<file path="config.mk">
export PLATFORM = sky130hd
export DESIGN_NAME = iter_cmp_seq
export DESIGN_NICKNAME = d
export VERILOG_FILES = /design/src/rtl/iter_cmp_seq.sv
export SDC_FILE = /design/constraint.sdc
export NUM_CORES = 1
export LEC_CHECK = 0
export ABC_AREA = 0
export CAP_MARGIN = 30
export CORE_ASPECT_RATIO = 0.75
export CORE_MARGIN = 2
export CORE_UTILIZATION = 40
export CTS_BUF_LIST = sky130_fd_sc_hd__clkbuf_4 sky130_fd_sc_hd__clkbuf_8
export CTS_CLUSTER_SIZE = 16
export DETAILED_ROUTE_END_ITERATION = 12
export DONT_BUFFER_PORTS = 1
export PLACE_DENSITY = 0.62
export RECOVER_POWER = 50
export SLEW_MARGIN = 30
export SYNTH_ARGS = -nofsm -noshare
export SYNTH_HDL_FRONTEND = slang
export SYNTH_SLANG_ARGS = --single-unit
</file>
<file path="constraint.sdc">
create_clock -name clk -period 4.5 [get_ports clk]
set_input_delay 0.9 -clock clk [delete_from_list [all_inputs] [get_ports clk]]
set_output_delay 0.9 -clock clk [all_outputs]
set_load 0.02 [all_outputs]
</file>
<file path="src/rtl/iter_cmp_seq.sv">
// Sequential unsigned comparator: scans A/B MSB-first, BPC bits per clock, and reports
// the relation selected by {z,y} on f. Optional macro ITER_CMP_EARLY_EXIT_EN ends the scan at the first differing group.
module iter_cmp_seq #(
    parameter int WIDTH = 16,
    parameter int BPC   = 1
) (
    input  logic             clk,
    input  logic             rst,
    input  logic             start,
    input  logic [WIDTH-1:0] A,
    input  logic [WIDTH-1:0] B,
    input  logic             z,
    input  logic             y,
    output logic             busy,
    output logic             done,
    output logic             f
);
    localparam int N  = WIDTH / BPC;
    localparam int CW = (N > 1) ? $clog2(N) : 1;
    localparam int NG = 2 ** CW;

    typedef enum logic [1:0] {IDLE, SCAN, DONE} state_t;

    state_t           state_reg;
    logic [WIDTH-1:0] a_reg;
    logic [WIDTH-1:0] b_reg;
    logic [1:0]       mode_reg;
    logic [CW-1:0]    cnt_reg;
    logic             eq_reg;
    logic             gt_reg;
    logic             busy_reg;
    logic             done_reg;
    logic             f_reg;

    // Group table padded to a power of two so cnt_reg indexes it without width games.
    logic [BPC-1:0] a_grp [NG];
    logic [BPC-1:0] b_grp [NG];

    generate
        for (genvar gi = 0; gi < NG; gi++) begin : g_grp
            if (gi < N) begin : g_real
                assign a_grp[gi] = a_reg[WIDTH-1-gi*BPC -: BPC];
                assign b_grp[gi] = b_reg[WIDTH-1-gi*BPC -: BPC];
            end else begin : g_pad
                assign a_grp[gi] = '0;
                assign b_grp[gi] = '0;
            end
        end
    endgenerate

    logic [BPC-1:0] a_cur;
    logic [BPC-1:0] b_cur;
    logic           differ;
    logic           eq_next;
    logic           gt_next;
    logic           last_grp;
    logic           result;

    assign a_cur = a_grp[cnt_reg];
    assign b_cur = b_grp[cnt_reg];

    always_comb begin
        differ  = (a_cur != b_cur);
        eq_next = eq_reg;
        gt_next = gt_reg;
        // Only the most significant differing group decides the ordering.
        if (eq_reg && differ) begin
            eq_next = 1'b0;
            gt_next = (a_cur > b_cur);
        end
`ifdef ITER_CMP_EARLY_EXIT_EN
        last_grp = (cnt_reg == CW'(N - 1)) || (eq_reg && differ);
`else
        last_grp = (cnt_reg == CW'(N - 1));
`endif
        case (mode_reg)
            2'b00:   result = eq_next;
            2'b01:   result = gt_next;
            2'b10:   result = !eq_next && !gt_next;
            default: result = !eq_next;
        endcase
    end

    always_ff @(posedge clk) begin
        if (rst) begin
            state_reg <= IDLE;
            cnt_reg   <= '0;
            eq_reg    <= 1'b0;
            gt_reg    <= 1'b0;
            busy_reg  <= 1'b0;
            done_reg  <= 1'b0;
            f_reg     <= 1'b0;
        end else begin
            case (state_reg)
                IDLE, DONE: begin
                    done_reg <= 1'b0;
                    if (start) begin
                        a_reg     <= A;
                        b_reg     <= B;
                        mode_reg  <= {z, y};
                        eq_reg    <= 1'b1;
                        gt_reg    <= 1'b0;
                        cnt_reg   <= '0;
                        busy_reg  <= 1'b1;
                        state_reg <= SCAN;
                    end else begin
                        state_reg <= IDLE;
                    end
                end
                SCAN: begin
                    eq_reg  <= eq_next;
                    gt_reg  <= gt_next;
                    cnt_reg <= cnt_reg + CW'(1);
                    if (last_grp) begin
                        state_reg <= DONE;
                        busy_reg  <= 1'b0;
                        done_reg  <= 1'b1;
                        f_reg     <= result;
                    end
                end
                default: state_reg <= IDLE;
            endcase
        end
    end

    assign busy = busy_reg;
    assign done = done_reg;
    assign f    = f_reg;
endmodule

</file>
==> impl_results.md, run 1 <==
- Cts hold-fix bufs: 0
- Yosys cell types: 28
- WHS Path Cells: 2
- Failing checks: max-capacitance violations, max-slew violations
- Ys flop type: edfxtp_1
- Reg2Reg Setup Slack: 1670 ps
- Fin cells: ~180
- Syn_nets: 155
- Die W: 82.62 um
- Clock power frac: 0.371
- RSZ-0062 raised after global routing: false
- Clock sink count: 45
- Post-synth EDFFs: 34
- Hold Path Sink: busy
- Routed Antenna Nets: 0
- CP max FO: 12
- Worst r2r src: cnt_reg[0]
- Resized Gates After CTS: 0
- Overflow after GRT: 0
- Peak supply drop: 226.7 uV
- Core Area: 4467 um2
- CTS tree: done
- Hold Path Class: register to register
- Worst-skew pair later-pin latency: 290 ps
- Share of cells above drive strength 1: 0.1008
- Clock buffer depth: 2
- H-tree levels: 2
- Placed cells: 168
- CP Launch Type: register
- HPWL after DPL: 1995 um
- Final RePlAce weighted congestion: 0.7942
- Post-synthesis sequential area ratio: 0.6694
- FMAX: 353.6 MHz
- Synth async-reset ratio: 0
- Initial Util: 0.4151
- Slowest-stage cell, CP: dfxtp_1
- Num CTS Buffers: 5
- First-pass GRT wire length: ~4900 um
- R2r worst-path depth: 9
- Setup bufs post-CTS: 0
- Hold Startpoint: busy
- RR Endpoint: gt_reg
- Vias: 955
- Routed wire length: around 2900 um
- Initial antenna violation count: 0
- Via density: 5.426
- Arrival @ worst endpoint: slightly above 3000 ps
- Pwr dens: roughly 400 nW/um2
- Leakage: roughly 0.66 nW
- Die area: 5202 um2
- Drt first pass iters: 4
- Fraction of power spent switching nets: 0.1979
- Synth Cell Area: about 1900 um2
- Sw Pwr: 0.1627 mW
- CP Cell Sequence: mux4_1, nor2b_1, a211oi_1, a21oi_1, ha_1, nor4bb_1, nand2_1, o21a_1, nor2_1
- Largest net degree at the start of global routing: 35
- Slew Limit Fails: 35
- Crit Path Category: register to register
- Site Rows: 21
- Least-Margin Pin Slew: 1752 ps
- CP peak stage delay: ~700 ps
- Fin crit share: 0.6284
- Ys Warns: 0
- Clock Skew: 2.579 ps
- Diodes inserted: 0
- Num ports: 40
- Vias in the first global route: 1,001
- Port Buf Inserts: 0
- Status: finished with violations
- Root Buffer Master: clkbuf_8
- Gr usage total: 0.1294
- Final Setup Violations: 0
- DR WL/cell: 16.31 um
- CP Capture Type: register
- Final #Nets: ~160
- Final hold violations: 0
- FF+latch count, synth: 45
- Crit path time final: 2828 ps
- Syn Inst Count: approximately 120
- Internal power: 0.6593 mW
- Layout area overhead: 8.772%
- Worst-path clk slew: approximately 80 ps
- Initial DRC count: 81
- Post-route setup TNS: 0 ps
- Post-synthesis area per instance: 15.99 um2
- Reg power frac: 0.582
- Gate power share: 0.047
- Max-slew headroom: -0.1677
- DRC errors left: 0
- WP data required: 4740 ps
- Die height: 62.97 um
- Max capacitance violation total: 1
-- synth_stat cells, types with 2 or more instances --
cell type,count,area share
ha_1,2,0.013
mux2_2,2,0.012
xnor2_1,3,0.014
nand2b_1,2,0.0067
nand3_1,2,0.0054
a21oi_1,9,0.024
dfxtp_1,11,0.12
nand2_1,7,0.014
edfxtp_1,34,0.55
mux2i_1,3,0.016
nor3b_1,4,0.016
clkbuf_1,5,0.010
nor2_1,8,0.016
o21ai_0,2,0.0054
nor2b_1,2,0.0067
mux4_1,8,0.11
-- power by group through the flow --
| stage | clock network (mW) | registers, mW | logic (mW) |
|---|---|---|---|
| 2_1_floorplan | 0 | 0.480 | 0.0392 |
| 3_3_place_gp | 0 | 0.487 | 0.0378 |
| 3_5_place_dp | 0 | 0.488 | 0.0394 |
| 4_1_cts | 0.310 | 0.478 | 0.0396 |
| 5_1_grt | 0.331 | 0.481 | 0.0438 |
| 6_report | 0.305 | 0.478 | 0.0386 |
-- critical path, delay by kind of cell (launching register included) --
family                   cells  cell delay [ps]
flip-flops                   1              680
AND/OR/NAND/NOR              4              720
multiplexers                 1              610
adder cells (fa/ha/maj)      1              360
AO/OA/AOI/OAI                3              400
-- area by class of cell --
cell class	count	area, um2
clock buffers	6	76.32
clock inverters	2	38.79
fillers	397	2450
multi-input cells	65	585.6
flip-flops and latches	45	1241
well taps	57	71.32
repair buffers	1	3.754
-- layout by cell type, fill, tap and decap left out --
master	instances
nor2_2	1
mux4_1	8
mux2_2	2
nand4_1	1
clkinv_4	1
nand2_1	7
bufinv_16	1
o21ai_2	1
nor3b_1	4
nor2b_1	2
o21a_1	1
dfxtp_1	11
edfxtp_1	34
nand3_1	2
clkbuf_8	5
nand3b_1	1
a21oi_1	9
a211oi_1	1
ha_1	2
a311o_1	1
o21bai_1	1
nand4b_1	1
and3b_1	1
nand2b_1	2
nor4bb_1	1
nor2_1	7
mux2i_1	3
clkbuf_1	1
clkbuf_4	1
xnor2_1	3
a41o_1	1
o21ai_0	2
-- worst max-delay path by stage --
stage          startpoint  endpoint  cells past startpoint
2_1_floorplan         rst  a_grp[0]                      2
4_1_cts        cnt_reg[0]    gt_reg                      9
5_1_grt        cnt_reg[0]    gt_reg                      9
3_3_place_gp   cnt_reg[0]    gt_reg                      9
6_report       cnt_reg[0]    gt_reg                      9
3_5_place_dp   cnt_reg[0]    gt_reg                      9
-- metal layers --
metal,vias to the layer above,GRT usage,wire (um)
met2,38,0.1794,1281
li1,456,-,-
met4,0,0.05738,75
met3,9,0.06792,260
met5,-,0,0
met1,452,0.1678,1253
-- per-stage QoR --
stage	util	setup slack (ps)	area [um2]	power (mW)	hold WS (ps)
after floorplan	-	1519	1854	0.5197	514.0
after CTS	0.4524	1626	2021	0.8273	566.1
after detailed placement	0.4266	1634	1906	0.5270	552.6
after global routing	0.4515	1435	2017	0.8556	601.4
after global placement	0.4266	1785	1906	0.5243	526.1
final	0.4515	1672	2017	0.8220	563.2
-- kinds of logic after synthesis --
logic type                 share of synthesized area
xor gates and xnor gates                     0.01417
DFF                                           0.6694
and+or+nand+nor                              0.08773
muxes                                         0.1417
AOI/OAI and AO/OA                            0.05736
buffers and inverters                        0.01619
adders and majority gates                    0.01349
(Power assumes the default switching activity.)
==> run 2, diff against run 1 <==
Settings changed: PLACE_DENSITY 0.62 to 0.64.
Clock period 4.5 ns to 2.6 ns, I/O delays scaled along.
==> impl_results.md, run 2 (synthesis results as in run 1) <==
- Via density: 5.391 (-0.65%)
- Gate power share: 0.060 (+0.013)
- H-tree levels: 2 (unchanged)
- Vias in the first global route: 1,025 (+2.4%)
- Final Setup Violations: 0 (unchanged)
- Met2 Routed Length: 1347 um (+5.2%)
- Pre-CTS WS: 79.84 ps (-1555 ps)
- Die area: 5202 um2 (unchanged)
- Internal power: 1.135 mW (+72%)
- Routed wire length: 2930 um (+2.1%)
- Hold Slack: 287.1 ps (-276.1 ps)
- CTS tree: done
- Share of cells above drive strength 1: 0.1557 (+0.05490)
- Port Buf Inserts: 0 (unchanged)
- Crit path time final: 2451 ps (-377.2 ps)
- Sw Pwr: 0.2758 mW (+70%)
- Status: completed
- Max-slew headroom: 0.7036 (+0.8713)
- DRC errors left: 0 (unchanged)
- Root Buffer Master: clkbuf_8
- Gr usage total: 0.1263 (-0.003146)
- Final Instance Area: 2056 um2 (+1.9%)
- Clock power frac: 0.357 (-0.014)
- RSZ-0062 raised after global routing: false
- Core Area: 4467 um2 (unchanged)
- Initial antenna violation count: 0 (unchanged)
- Hold Path Class: input pin to register
- CP Cell Sequence: buf_4, mux4_1, mux2_2, o21ai_2, ha_1, nor4bb_2, nand2_1, o21a_1, nor2_1
- CP peak stage delay: 550 ps (-130 ps)
- Die height: 62.97 um (unchanged)
- Diodes inserted: 0 (unchanged)
- Reg power frac: 0.583 (about the same)
- CP Launch Type: register
- Most common cell after layout, fill and taps aside: edfxtp_1
- Drt first pass iters: 4 (unchanged)
- Vias: 965 (+1.0%)
- Filler cell count: 399 (+0.50%)
- Leakage: 0.6815 nW (+3.4%)
- HPWL after DPL: 2094 um (+5.0%)
- First-pass GRT wire length: 4767 um (-2.7%)
- CP Capture Type: register
- Crit Path Category: register to register
- Max capacitance violation total: 0 (-1)
- Routed Antenna Nets: 0 (unchanged)
- Slew Limit Fails: 0 (-100%)
- Final #Nets: 161 (+2.5%)
- WP data required: 2830 ps (-1910 ps)
- Worst-path clk slew: 80 ps (about the same)
- Final hold violations: 0 (unchanged)
- Die W: 82.62 um (unchanged)
- Metal-1 WL: 1304 um (+4.1%)
- Num ports: 40 (unchanged)
- FMAX: 408.0 MHz (+15%)
- Clock Skew: 7.495 ps (+4.917 ps)
- Area of the multi-input gates: 596.8 um2 (+1.9%)
- Arrival @ worst endpoint: 2690 ps (-380 ps)
- Cts hold-fix bufs: 0 (unchanged)
- Worst setup margin: 149.2 ps (-1523 ps)
- Peak supply drop: 367.9 uV (+62%)
- Most frequent cells in the layout: 34 x edfxtp_1, 10 x dfxtp_1, 9 x a21oi_1
- CP max FO: 7 (-5)
- Pwr dens: 686.2 nW/um2 (+68%)
- Largest net degree at the start of global routing: 23 (-34%)
- Fin crit share: 0.9426 (+0.3142)
- Placed cell area: 1928 um2 (+1.2%)
- WL met3: 252 um (-3.1%)
- Post-route setup TNS: 0 ps (unchanged)
- Clock sink count: 45 (unchanged)
- Least-Margin Pin Slew: 443.9 ps (-1308 ps)
- Overflow after GRT: 0 (unchanged)
- Register area: 1242 um2 (+0.10%)
- Initial DRC count: 82 (+1.2%)
- Max layer used: met4
- Initial Util: 0.4151 (unchanged)
- Fraction of power spent switching nets: 0.1956 (-0.002376)
- Clock buffer depth: 2 (unchanged)
- Slowest-stage cell, CP: mux4_1
- Num CTS Buffers: 5 (unchanged)
- Site Rows: 21 (unchanged)
- DR WL/cell: 16.37 um (+0.34%)
- Layout area overhead: 10.86%
- Worst-skew pair later-pin latency: 290 ps (about the same)
- Final RePlAce weighted congestion: 0.7015 (-12%)
-- run 2: worst paths after layout --
kind              startpoint  endpoint  slack [ps]  cells after the start
setup reg to reg  cnt_reg[0]    gt_reg         150                      9
hold / removal           rst      busy         290                      1
setup / recovery  cnt_reg[0]    gt_reg         150                      9
hold reg to reg         busy      busy         550                      2
-- run 2: layer usage --
metal / GRT usage / vias to the layer above
met3: 0.06792 / 4
met4: 0.04918 / 0
met1: 0.1673 / 464
met5: 0 / -
met2: 0.1734 / 32
li1: - / 465
-- run 2: power groups by stage --
stage                     combinational [mW]  sequential (mW)  clock (mW)
after floorplan                       0.0685            0.831           0
after global placement                0.0746            0.838           0
after detailed placement              0.0779            0.839           0
after CTS                             0.0782            0.822       0.521
after global routing                  0.0928            0.826       0.554
final                                 0.0841            0.822       0.504
-- run 2: critical path, delay by kind of cell, from the launching register on --
family / cells / cell delay (ps)
multiplexers: 2 / 830
flip-flops: 1 / 350
AND/OR/NAND/NOR: 3 / 520
adder cells (fa/ha/maj): 1 / 290
AO/OA/AOI/OAI: 2 / 240
buffers and inverters: 1 / 170
-- run 2: cell type report --
type                            instances  area share
Multi-Input combinational cell         65      0.2903
Clock inverter                          2     0.01887
Sequential cell                        45      0.6044
Clock buffer                            5     0.03348
Tap cell                               57     0.03469
Timing Repair Buffer                    5     0.01826
-- run 2: stage by stage --
| stage | cells | total power [mW] | utilization |
|---|---|---|---|
| finish | 179 | 1.411 | 0.4602 |
| global route | 179 | 1.473 | 0.4602 |
| CTS | 178 | 1.422 | 0.4557 |
| detailed placement | 171 | 0.9170 | 0.4317 |
| global placement | 171 | 0.9124 | 0.4317 |
| floorplan | 116 | 0.8995 | - |
-- run 2: what timing repair did --
action                     4_1_cts  5_1_grt
gates resized for setup          0        3
setup buffers                    0        1
setup endpoints to repair        0        2
